`config.mk`:
```
export PLATFORM = sky130hd
export DESIGN_NAME = uart_tx_cfg_flat
export DESIGN_NICKNAME = d
export VERILOG_FILES = /design/src/rtl/uart_tx_cfg_if.sv /design/src/rtl/uart_tx_cfg.sv /design/src/flat_wrapper.sv
export SDC_FILE = /design/constraint.sdc
export NUM_CORES = 1
export LEC_CHECK = 0
export BUFFER_PORTS_ARGS = -buffer_cell sky130_fd_sc_hd__buf_2
export CAP_MARGIN = 40
export CORE_ASPECT_RATIO = 1.75
export CORE_MARGIN = 5
export CORE_UTILIZATION = 50
export CTS_CLUSTER_SIZE = 12
export DETAILED_ROUTE_END_ITERATION = 8
export PLACE_DENSITY = 0.72
export SYNTH_ARGS = -nofsm -noshare
export SYNTH_HDL_FRONTEND = slang
export SYNTH_SLANG_ARGS = --single-unit
```
`constraint.sdc`:
```
create_clock -name clock -period 2.7 [get_ports clock]
set_input_delay 0.27 -clock clock [delete_from_list [all_inputs] [get_ports clock]]
set_output_delay 0.27 -clock clock [all_outputs]
set_load 0.005 [all_outputs]
```
`src/rtl/uart_tx_cfg_if.sv`:
```
// FIFO read-side handshake between the TX FIFO and uart_tx_cfg.
// The FIFO is first-word-fall-through: data is the head word while data_ready is high,
// and one read_enable strobe removes that head word.
interface uart_tx_cfg_if #(
  parameter int DATA_WIDTH = 8
);
  logic [DATA_WIDTH-1:0] data;
  logic                  data_ready;
  logic                  read_enable;

  // FIFO side: presents the head word and reacts to the pop strobe
  modport master (
    output data,
    output data_ready,
    input  read_enable
  );

  // Transmitter side: consumes the head word and issues the pop strobe
  modport slave (
    input  data,
    input  data_ready,
    output read_enable
  );
endinterface

```
`src/rtl/uart_tx_cfg.sv`:
```
// uart_tx_cfg: runtime-configurable UART transmitter fed from a FWFT FIFO.
// Frames are START, 1..DATA_WIDTH data bits LSB first, optional parity, 1 or 2 stop bits.
// Frames are sent back-to-back with no idle gap while the FIFO has data.
// Optional feature: define UART_TX_PARITY_EN to add the parity_mode port and PARITY bit.
module uart_tx_cfg #(
  parameter int BIT_LENGTH_WIDTH = 16,
  parameter int DATA_WIDTH       = 8
) (
  input  logic                        clock,
  input  logic                        reset,
  uart_tx_cfg_if.slave                fifo,
  input  logic [BIT_LENGTH_WIDTH-1:0] bit_length,
  input  logic [3:0]                  num_bits,
  input  logic                        two_stop,
`ifdef UART_TX_PARITY_EN
  input  logic [1:0]                  parity_mode,
`endif
  output logic                        txd,
  output logic                        busy
);

  localparam int NB_W = $clog2(DATA_WIDTH + 1);
  localparam logic [BIT_LENGTH_WIDTH-1:0] CNT_ONE = 1;
  localparam logic [NB_W-1:0]             IDX_ONE = 1;

  typedef enum logic [2:0] {
    IDLE,
    START,
    DATA,
    PARITY,
    STOP1,
    STOP2
  } state_t;

  state_t                      state, state_next;
  logic [BIT_LENGTH_WIDTH-1:0] count, count_next;
  logic [NB_W-1:0]             index, index_next;
  logic [DATA_WIDTH-1:0]       word, word_next;
  logic [NB_W-1:0]             nbits, nbits_next;
  logic                        stop2, stop2_next;
  logic                        read_enable_q, read_enable_next;
  logic                        busy_next;
  logic                        txd_next;
  logic                        bit_done;
  logic                        frame_end;
  logic                        take;
  logic [NB_W-1:0]             nbits_in;
  logic                        data_bit;

`ifdef UART_TX_PARITY_EN
  logic [1:0]                  par_mode, par_mode_next;
  logic                        parity_on;
  logic                        parity_bit;

  assign parity_on = (par_mode == 2'b01) || (par_mode == 2'b10);
`endif

  // A num_bits of zero or beyond the data port width selects the full width
  assign nbits_in = ((num_bits == 4'd0) || (int'(num_bits) > DATA_WIDTH))
                    ? NB_W'(DATA_WIDTH) : NB_W'(num_bits);

  assign fifo.read_enable = read_enable_q;

  // Next-state logic: bit timing, bit sequencing and acceptance of the next FIFO word
  always_comb begin
    state_next       = state;
    count_next       = count;
    index_next       = index;
    word_next        = word;
    nbits_next       = nbits;
    stop2_next       = stop2;
    busy_next        = busy;
    read_enable_next = 1'b0;
`ifdef UART_TX_PARITY_EN
    par_mode_next    = par_mode;
`endif
    frame_end        = 1'b0;
    take             = 1'b0;
    bit_done         = (count == bit_length);

    case (state)
      IDLE: begin
        take = fifo.data_ready;
      end
      START: begin
        if (bit_done) begin
          state_next = DATA;
          index_next = '0;
        end
      end
      DATA: begin
        if (bit_done) begin
          if ((index + IDX_ONE) == nbits) begin
`ifdef UART_TX_PARITY_EN
            state_next = parity_on ? PARITY : STOP1;
`else
            state_next = STOP1;
`endif
          end else begin
            index_next = index + IDX_ONE;
          end
        end
      end
      PARITY: begin
        if (bit_done) state_next = STOP1;
      end
      STOP1: begin
        if (bit_done) begin
          if (stop2) state_next = STOP2;
          else       frame_end  = 1'b1;
        end
      end
      STOP2: begin
        if (bit_done) frame_end = 1'b1;
      end
      default: begin
        state_next = IDLE;
      end
    endcase

    if (state != IDLE) begin
      count_next = bit_done ? '0 : count + CNT_ONE;
    end

    // The last stop clock either chains straight into the next START or drops to IDLE
    if (frame_end) begin
      take = fifo.data_ready;
      if (!fifo.data_ready) begin
        state_next = IDLE;
        busy_next  = 1'b0;
      end
    end

    // Accepting a word latches it together with its framing so later changes are ignored
    if (take) begin
      state_next       = START;
      count_next       = '0;
      index_next       = '0;
      word_next        = fifo.data;
      nbits_next       = nbits_in;
      stop2_next       = two_stop;
`ifdef UART_TX_PARITY_EN
      par_mode_next    = parity_mode;
`endif
      read_enable_next = 1'b1;
      busy_next        = 1'b1;
    end
  end

  // Pick the data bit for the upcoming bit slot without an oversized index select
  always_comb begin
    data_bit = 1'b1;
    for (int i = 0; i < DATA_WIDTH; i++) begin
      if (int'(index_next) == i) data_bit = word_next[i];
    end
  end

`ifdef UART_TX_PARITY_EN
  // Parity over the sent bits only; seeding with mode bit 1 turns even (01) into odd (10)
  always_comb begin
    parity_bit = par_mode_next[1];
    for (int i = 0; i < DATA_WIDTH; i++) begin
      if (i < int'(nbits_next)) parity_bit = parity_bit ^ word_next[i];
    end
  end
`endif

  // Line level for the next clock, registered below so txd never glitches
  always_comb begin
    case (state_next)
      START:   txd_next = 1'b0;
      DATA:    txd_next = data_bit;
`ifdef UART_TX_PARITY_EN
      PARITY:  txd_next = parity_bit;
`endif
      default: txd_next = 1'b1;
    endcase
  end

  // State and output registers; reset aborts any frame and returns the line to mark
  always_ff @(posedge clock) begin
    if (reset) begin
      state         <= IDLE;
      count         <= '0;
      index         <= '0;
      word          <= '0;
      nbits         <= '0;
      stop2         <= 1'b0;
      read_enable_q <= 1'b0;
      busy          <= 1'b0;
      txd           <= 1'b1;
`ifdef UART_TX_PARITY_EN
      par_mode      <= 2'b00;
`endif
    end else begin
      state         <= state_next;
      count         <= count_next;
      index         <= index_next;
      word          <= word_next;
      nbits         <= nbits_next;
      stop2         <= stop2_next;
      read_enable_q <= read_enable_next;
      busy          <= busy_next;
      txd           <= txd_next;
`ifdef UART_TX_PARITY_EN
      par_mode      <= par_mode_next;
`endif
    end
  end

endmodule

```
`src/flat_wrapper.sv`:
```
// flat-port wrapper written by rule: the top's interface ports become plain ports
module uart_tx_cfg_flat 
#(
  parameter int BIT_LENGTH_WIDTH = 16,
  parameter int DATA_WIDTH       = 8
)
  (clock, reset, bit_length, num_bits, two_stop, txd, busy, fifo_data, fifo_data_ready, fifo_read_enable);
  uart_tx_cfg_if #(.DATA_WIDTH(DATA_WIDTH)) fifo_i ();
  input  logic clock;
  input  logic reset;
  input  logic [BIT_LENGTH_WIDTH-1:0] bit_length;
  input  logic [3:0] num_bits;
  input  logic two_stop;
  output logic txd;
  output logic busy;
  input wire logic [$bits(fifo_i.data)-1:0] fifo_data;
  input wire logic [$bits(fifo_i.data_ready)-1:0] fifo_data_ready;
  output wire logic [$bits(fifo_i.read_enable)-1:0] fifo_read_enable;
  assign fifo_i.data = fifo_data;
  assign fifo_i.data_ready = fifo_data_ready;
  assign fifo_read_enable = fifo_i.read_enable;
  uart_tx_cfg #(.BIT_LENGTH_WIDTH(BIT_LENGTH_WIDTH), .DATA_WIDTH(DATA_WIDTH)) u_core (.clock(clock), .reset(reset), .fifo(fifo_i), .bit_length(bit_length), .num_bits(num_bits), .two_stop(two_stop), .txd(txd), .busy(busy));
endmodule
```
# After elaboration in Yosys (flattened, before gate mapping)

Index checks and enable logic that the tools add are counted.

Add/sub/neg operators: 2
Multiply operators: 0
Divide/modulo/power cells: 0
$lt $le $gt $ge: 1
Eq/ne operators: 17
Shift-type cells: 0
Mux-type cells: 37
Bitwise gates (word level): 0
Reductions and logical operators: 9

Operators by type and width:

| kind                                                                   | number |
|---|---|
| 3-bit 2-to-1 mux                                                       | 9 |
| 4-bit 2-to-1 mux                                                       | 5 |
| 1-bit 2-to-1 mux                                                       | 17 |
| 16-bit by 1-bit adder with 16-bit output (second input constant)       | 1 |
| 16-bit equality test                                                   | 1 |
| 4-bit equality test (second input constant)                            | 4 |
| 16-bit 2-to-1 mux                                                      | 1 |
| 3-bit one-hot mux with 5 select lines                                  | 1 |
| 3-bit by 2-bit equality test with 1-bit output (second input constant) | 3 |
| 4-bit by 3-bit equality test with 1-bit output (second input constant) | 2 |
| 4-bit logical NOT                                                      | 2 |
| 8-bit 2-to-1 mux                                                       | 1 |
| 4-bit one-hot mux with 2 select lines                                  | 1 |
| 3-bit by 1-bit equality test with 1-bit output (second input constant) | 2 |
| 3-bit equality test (second input constant)                            | 2 |
| 4-bit by 1-bit adder with 4-bit output (second input constant)         | 1 |
| 4-bit by 2-bit equality test with 1-bit output (second input constant) | 1 |
| 4-bit equality test                                                    | 1 |
| 4-bit > comparator (second input constant)                             | 1 |
| 1-bit one-hot mux with 2 select lines                                  | 2 |
| 2-bit OR reduction                                                     | 2 |
| 3-bit logical NOT                                                      | 1 |
| 3-bit nonzero test                                                     | 1 |
| 2-bit by 1-bit != test with 1-bit output (second input constant)       | 1 |
| 3 further kinds                                                        | 3 |

Bits in registers: 39
Bits in latches: 0
RAM bits: 0
Memory bits (read-only): 0
Input port bits: 32
Output and inout bits: 3
Logic and storage cells: 75
Memories: 0

# Logic depth before layout (Yosys ltp)

Word-level depth: 16
Mapped depth: 9
Mapped depth without buffers: 9

# Least setup slack after synthesis

No wires, ideal clock.

Path kind: reg-to-reg
From: register u_core.count[3]
To: register u_core.txd
Library setup time: 69 ps
Arrival time: 2180 ps
Required time: 2631 ps
Slack: 452 ps
Cell stages (with the launch flop): 9
Path buffers: 0
Clock period less this slack: 2248 ps
Cells stage by stage: dfxtp_1 xor2_1 nor4_2 nand4_1 o21ai_1 and3_4 mux2_4 a41o_1 o21ai_1

Cells in the longest elaborated chain, start to end: 15
Elaborated cells on any way between the ends: 37
Those cells by class: eq/ne (10); mux (26); reduce/logical (1)

RTL lines:

| what                                      | line                                   | RTL |
|---|---|---|
| start: declaration                        | uart_tx_cfg.sv:36                      | `logic [BIT_LENGTH_WIDTH-1:0] count, count_next;` |
| start signal: assignment                  | uart_tx_cfg.sv:197                     | `count <= count_next;` |
| 16-bit equality test (*)                  | uart_tx_cfg.sv:79                      | `bit_done = (count == bit_length);` |
| 1-bit 2-to-1 mux (on tied branches)       | uart_tx_cfg.sv:114, uart_tx_cfg.sv:108 |  |
| 1-bit one-hot mux with 2 select lines     | uart_tx_cfg.sv:81                      | `case (state)` |
| 1-bit 2-to-1 mux                          | uart_tx_cfg.sv:126                     | `if (frame_end) begin` |
| 4-bit 2-to-1 mux                          | uart_tx_cfg.sv:135                     | `if (take) begin` |
| 4-bit logical NOT                         | uart_tx_cfg.sv:154                     | `if (int'(index_next) == i) data_bit = word_next[i];` |
| 1-bit 2-to-1 mux (8 in series)            | uart_tx_cfg.sv:154                     |  |
| 1-bit one-hot mux with 2 select lines (*) | uart_tx_cfg.sv:170                     | `case (state_next)` |
| end signal: assignment                    | uart_tx_cfg.sv:204                     | `txd <= txd_next;` |
| end: declaration                          | uart_tx_cfg.sv:18                      | `output logic txd,` |

Mark *: on every way between the ends. The rest lies on a longest branch, timed or not.
A chain may end at the register's enable or synchronous reset.

# Worst setup path after layout

From: register u_core.index[0]
To: register u_core.txd

Cells in the longest elaborated chain, start to end: 16
Elaborated cells on any way between the ends: 32
Those cells by class: add/sub (1); eq/ne (10); mux (20); reduce/logical (1)

RTL lines:

| what                                      | line                                  | RTL |
|---|---|---|
| start: declaration                        | uart_tx_cfg.sv:37                     | `logic [NB_W-1:0] index, index_next;` |
| start signal: assignment                  | uart_tx_cfg.sv:198                    | `index <= index_next;` |
| 4-bit by 1-bit adder with 4-bit output    | uart_tx_cfg.sv:93, uart_tx_cfg.sv:100 |  |
| 4-bit equality test                       | uart_tx_cfg.sv:93                     | `if ((index + IDX_ONE) == nbits) begin` |
| 4-bit 2-to-1 mux                          | uart_tx_cfg.sv:93                     |  |
| 4-bit 2-to-1 mux                          | uart_tx_cfg.sv:92                     | `if (bit_done) begin` |
| 4-bit one-hot mux with 2 select lines     | uart_tx_cfg.sv:81                     |  |
| 4-bit 2-to-1 mux                          | uart_tx_cfg.sv:135                    |  |
| 4-bit logical NOT                         | uart_tx_cfg.sv:154                    |  |
| 1-bit 2-to-1 mux (8 in series)            | uart_tx_cfg.sv:154                    |  |
| 1-bit one-hot mux with 2 select lines (*) | uart_tx_cfg.sv:170                    |  |

Marked as above.

==> run metrics <==
Final Skew 0.0108 ns; Hold Path Cell Cnt 3; ys async rst share 0%; pin count of the biggest net entering global routing 21; first-pass iteration count of the detailed router 4; die height 96.7 um; Setup TNS Final 0 ns; Buffers on Ports 34; # rows 31; Critical Path Source Type flip-flop; number of antenna violations at the first check in global routing 0; Post-synth EDFFs 0; first-pass GRT wire length 7.96 mm; Syn Inst Count 252; Crit. End Element flip-flop; library cells used by synthesis 43; Hold Crit Class input port to flip-flop; Final Hold Vio Count 0; Clk Latency, worst-skew pair 0.29 ns; CTS Hold Bufs 0; worst r2r path cells 9; CP arrival 2.74 ns; die width 59.6 um; Tmin final 2.52 ns; worst reg2reg startpoint u_core.index[0]; Syn Std Cell Area 2150 um^2; r2r setup slk 0.18 ns; CP cell instances ha_1 -> xnor2_1 -> nand3_1 -> or2_1 -> nand4_4 -> and3_4 -> mux2_4 -> a41o_1 -> o21ai_1; Final Instance Area 2490 um^2; Power Density 490 nW/um^2; clk root buf clkbuf_8; final-report max-slew violation count 0; TritonCTS clock tree built; Worst path depth 9; DR iter-0 viols 49; DP HPWL 3.66 mm; proportion of layout cells with a drive suffix above 1 20.2%; Routed Antenna Nets 0; CTS sink cnt 39; Final Cycle Share 93.3%; Avg Cell Area, Syn 8.53 um^2; Worst slew margin 68.3%; die area 5760 um^2; Placement Cell Area 2360 um^2; Max FO, Critical Path 6; Worst Setup EP u_core.txd; RSZ-0062 raised after global routing no; Area growth, synth to finish 16.1%; GRT Total Usage 17.7%; register area share after synthesis 36.3%; Starting Density 51.8%; Buffers & Inverters on Critical Path 0; core outline area 4150 um^2; Max Fclk 397 MHz; wirelength, routed 4.66 mm; CTS max path bufs 2; Remaining DRCs 0; ANT cells 0; Peak VDD IR 467 uV; endpoints failing setup 0; Synth Flop Type dfxtp_1; H-tree levels 2; HP Start two_stop; cts bufs inserted 5; vias in the first global route 1855; Vias 1864; fin util 60.1%; IO Count 35; Via density 5.55; Finished Layout Cells 336; Lkg Pwr 0.00106 uW; DR WL/cell 13.9 um; outcome finished, final reports clean; CTS clk-pin slew, worst paths 0.08 ns; worst setup path startpoint u_core.index[0]; reg2reg end u_core.txd; filler instances 399; CP top delay family simple AND/OR/NAND/NOR gates; Slew @ Worst Pin 0.475 ns; critical path type flip-flop to flip-flop; Mapped Nets 286; dpl cells 328; Placer Congestion 0.876; Crit path required time 2.92 ns; warnings from Yosys 0; crit-path max cell delay 0.45 ns; max_cap viols 0; GRT overflow 0; fin nets 320; critical path's slowest cell dfxtp_1; synthesis-stage register bit count 39
flip-flops by register name, indices dropped and copies added (netlist names), 3 cells and up:
| register | flops |
|---|---|
| u_core.state | 3 |
| u_core.count | 16 |
| u_core.nbits | 4 |
| u_core.index | 4 |
| u_core.word | 8 |
worst min-delay path by stage:
stage	to
finish	u_core.stop2
global route	u_core.word[4]
CTS	u_core.stop2
detailed placement	u_core.word[5]
global placement	u_core.word[1]
floorplan	u_core.stop2
cell usage after synthesis, types with 3 or more instances:
master | count | area, um^2
nand2b_1 | 5 | 31.3
a21oi_1 | 15 | 75.1
and3_1 | 5 | 31.3
nor3b_1 | 3 | 22.5
o21ai_0 | 7 | 35.0
nor3_1 | 5 | 25.0
nor2b_1 | 3 | 18.8
mux2i_1 | 9 | 90.1
clkbuf_1 | 7 | 26.3
o21ai_1 | 4 | 20.0
nor2_1 | 45 | 169
nand2_1 | 14 | 52.6
nor4_2 | 4 | 50.1
dfxtp_1 | 39 | 781
xnor2_1 | 9 | 78.8
and4_1 | 6 | 52.6
xor2_1 | 26 | 228
nand3_1 | 11 | 55.1
a31oi_1 | 4 | 25.0
power by group:
group	internal (uW)	total, uW	switching [uW]
Clock	299	498	199
Combinational	57.6	119	61.9
Sequential	592	605	13.2
placed cells by master, fill, tap and decap left out, drive strengths merged, types with 2 or more instances in the layout:
cell and n:
nand3b 2, and3 6, o21bai 2, mux2i 9
nand2 14, nand3 11, a21oi 15, nor4 4
dfxtp 39, nor3 5, nand4 3, inv 2
and4 6, nor2b 3, xnor2 9, nor2 45
nand2b 5, clkbuf 6, a21o 2, xor2 26
nor3b 4, o21ai 12, a31oi 5, ha 2
buf 37
worst min-delay path, cell delays in order:
cell and delay (ns):
buf_2 0.08, mux2i_1 0.05, nor2_1 0.07
layer usage:
| metal | part of all wire [%] | global-route usage [%] | up-vias |
|---|---|---|---|
| li1 | - | - | 938 |
| met1 | 36 | 17.3 | 869 |
| met2 | 56 | 32.3 | 41 |
| met3 | 3.9 | 3.46 | 16 |
| met4 | 3.9 | 10.1 | 0 |
| met5 | 0 | 0 | - |
cell families after synthesis:
logic type,synth area share (%)
muxes,4.89
buffers and inverters,2.39
xor gates and xnor gates,15.3
adders and majority gates,1.16
and+or+nand+nor,28.7
AOI/OAI and AO/OA,11.2
DFF,36.3
per-stage QoR:
step           total power (uW)  worst slack, ns  hold WS [ns]
3_3_place_gp                737            0.286         0.470
2_1_floorplan               692            0.452         0.414
4_1_cts                    1240            0.186         0.201
3_5_place_dp                739            0.203         0.479
5_1_grt                    1280          0.00133         0.203
6_report                   1220            0.180         0.204
what timing repair did:
item                                    in CTS  in global routing
setup buffers                                0                  0
resized for setup                            0                  3
hold endpoints to repair                     0                  0
endpoints found under the setup margin       0                  1
final cells by class:
cell class                      instances  area [um^2]  area share, %
Multi-Input combinational cell        201         1340           53.5
Clock buffer                            6         82.6           3.31
Clock inverter                          2         35.0           1.40
Tap cell                               49         61.3           2.46
Sequential cell                        39          781           31.3
Timing Repair Buffer                   37          193           7.72
Inverter                                2         7.51          0.301
Power figures use the tool's default switching activity.
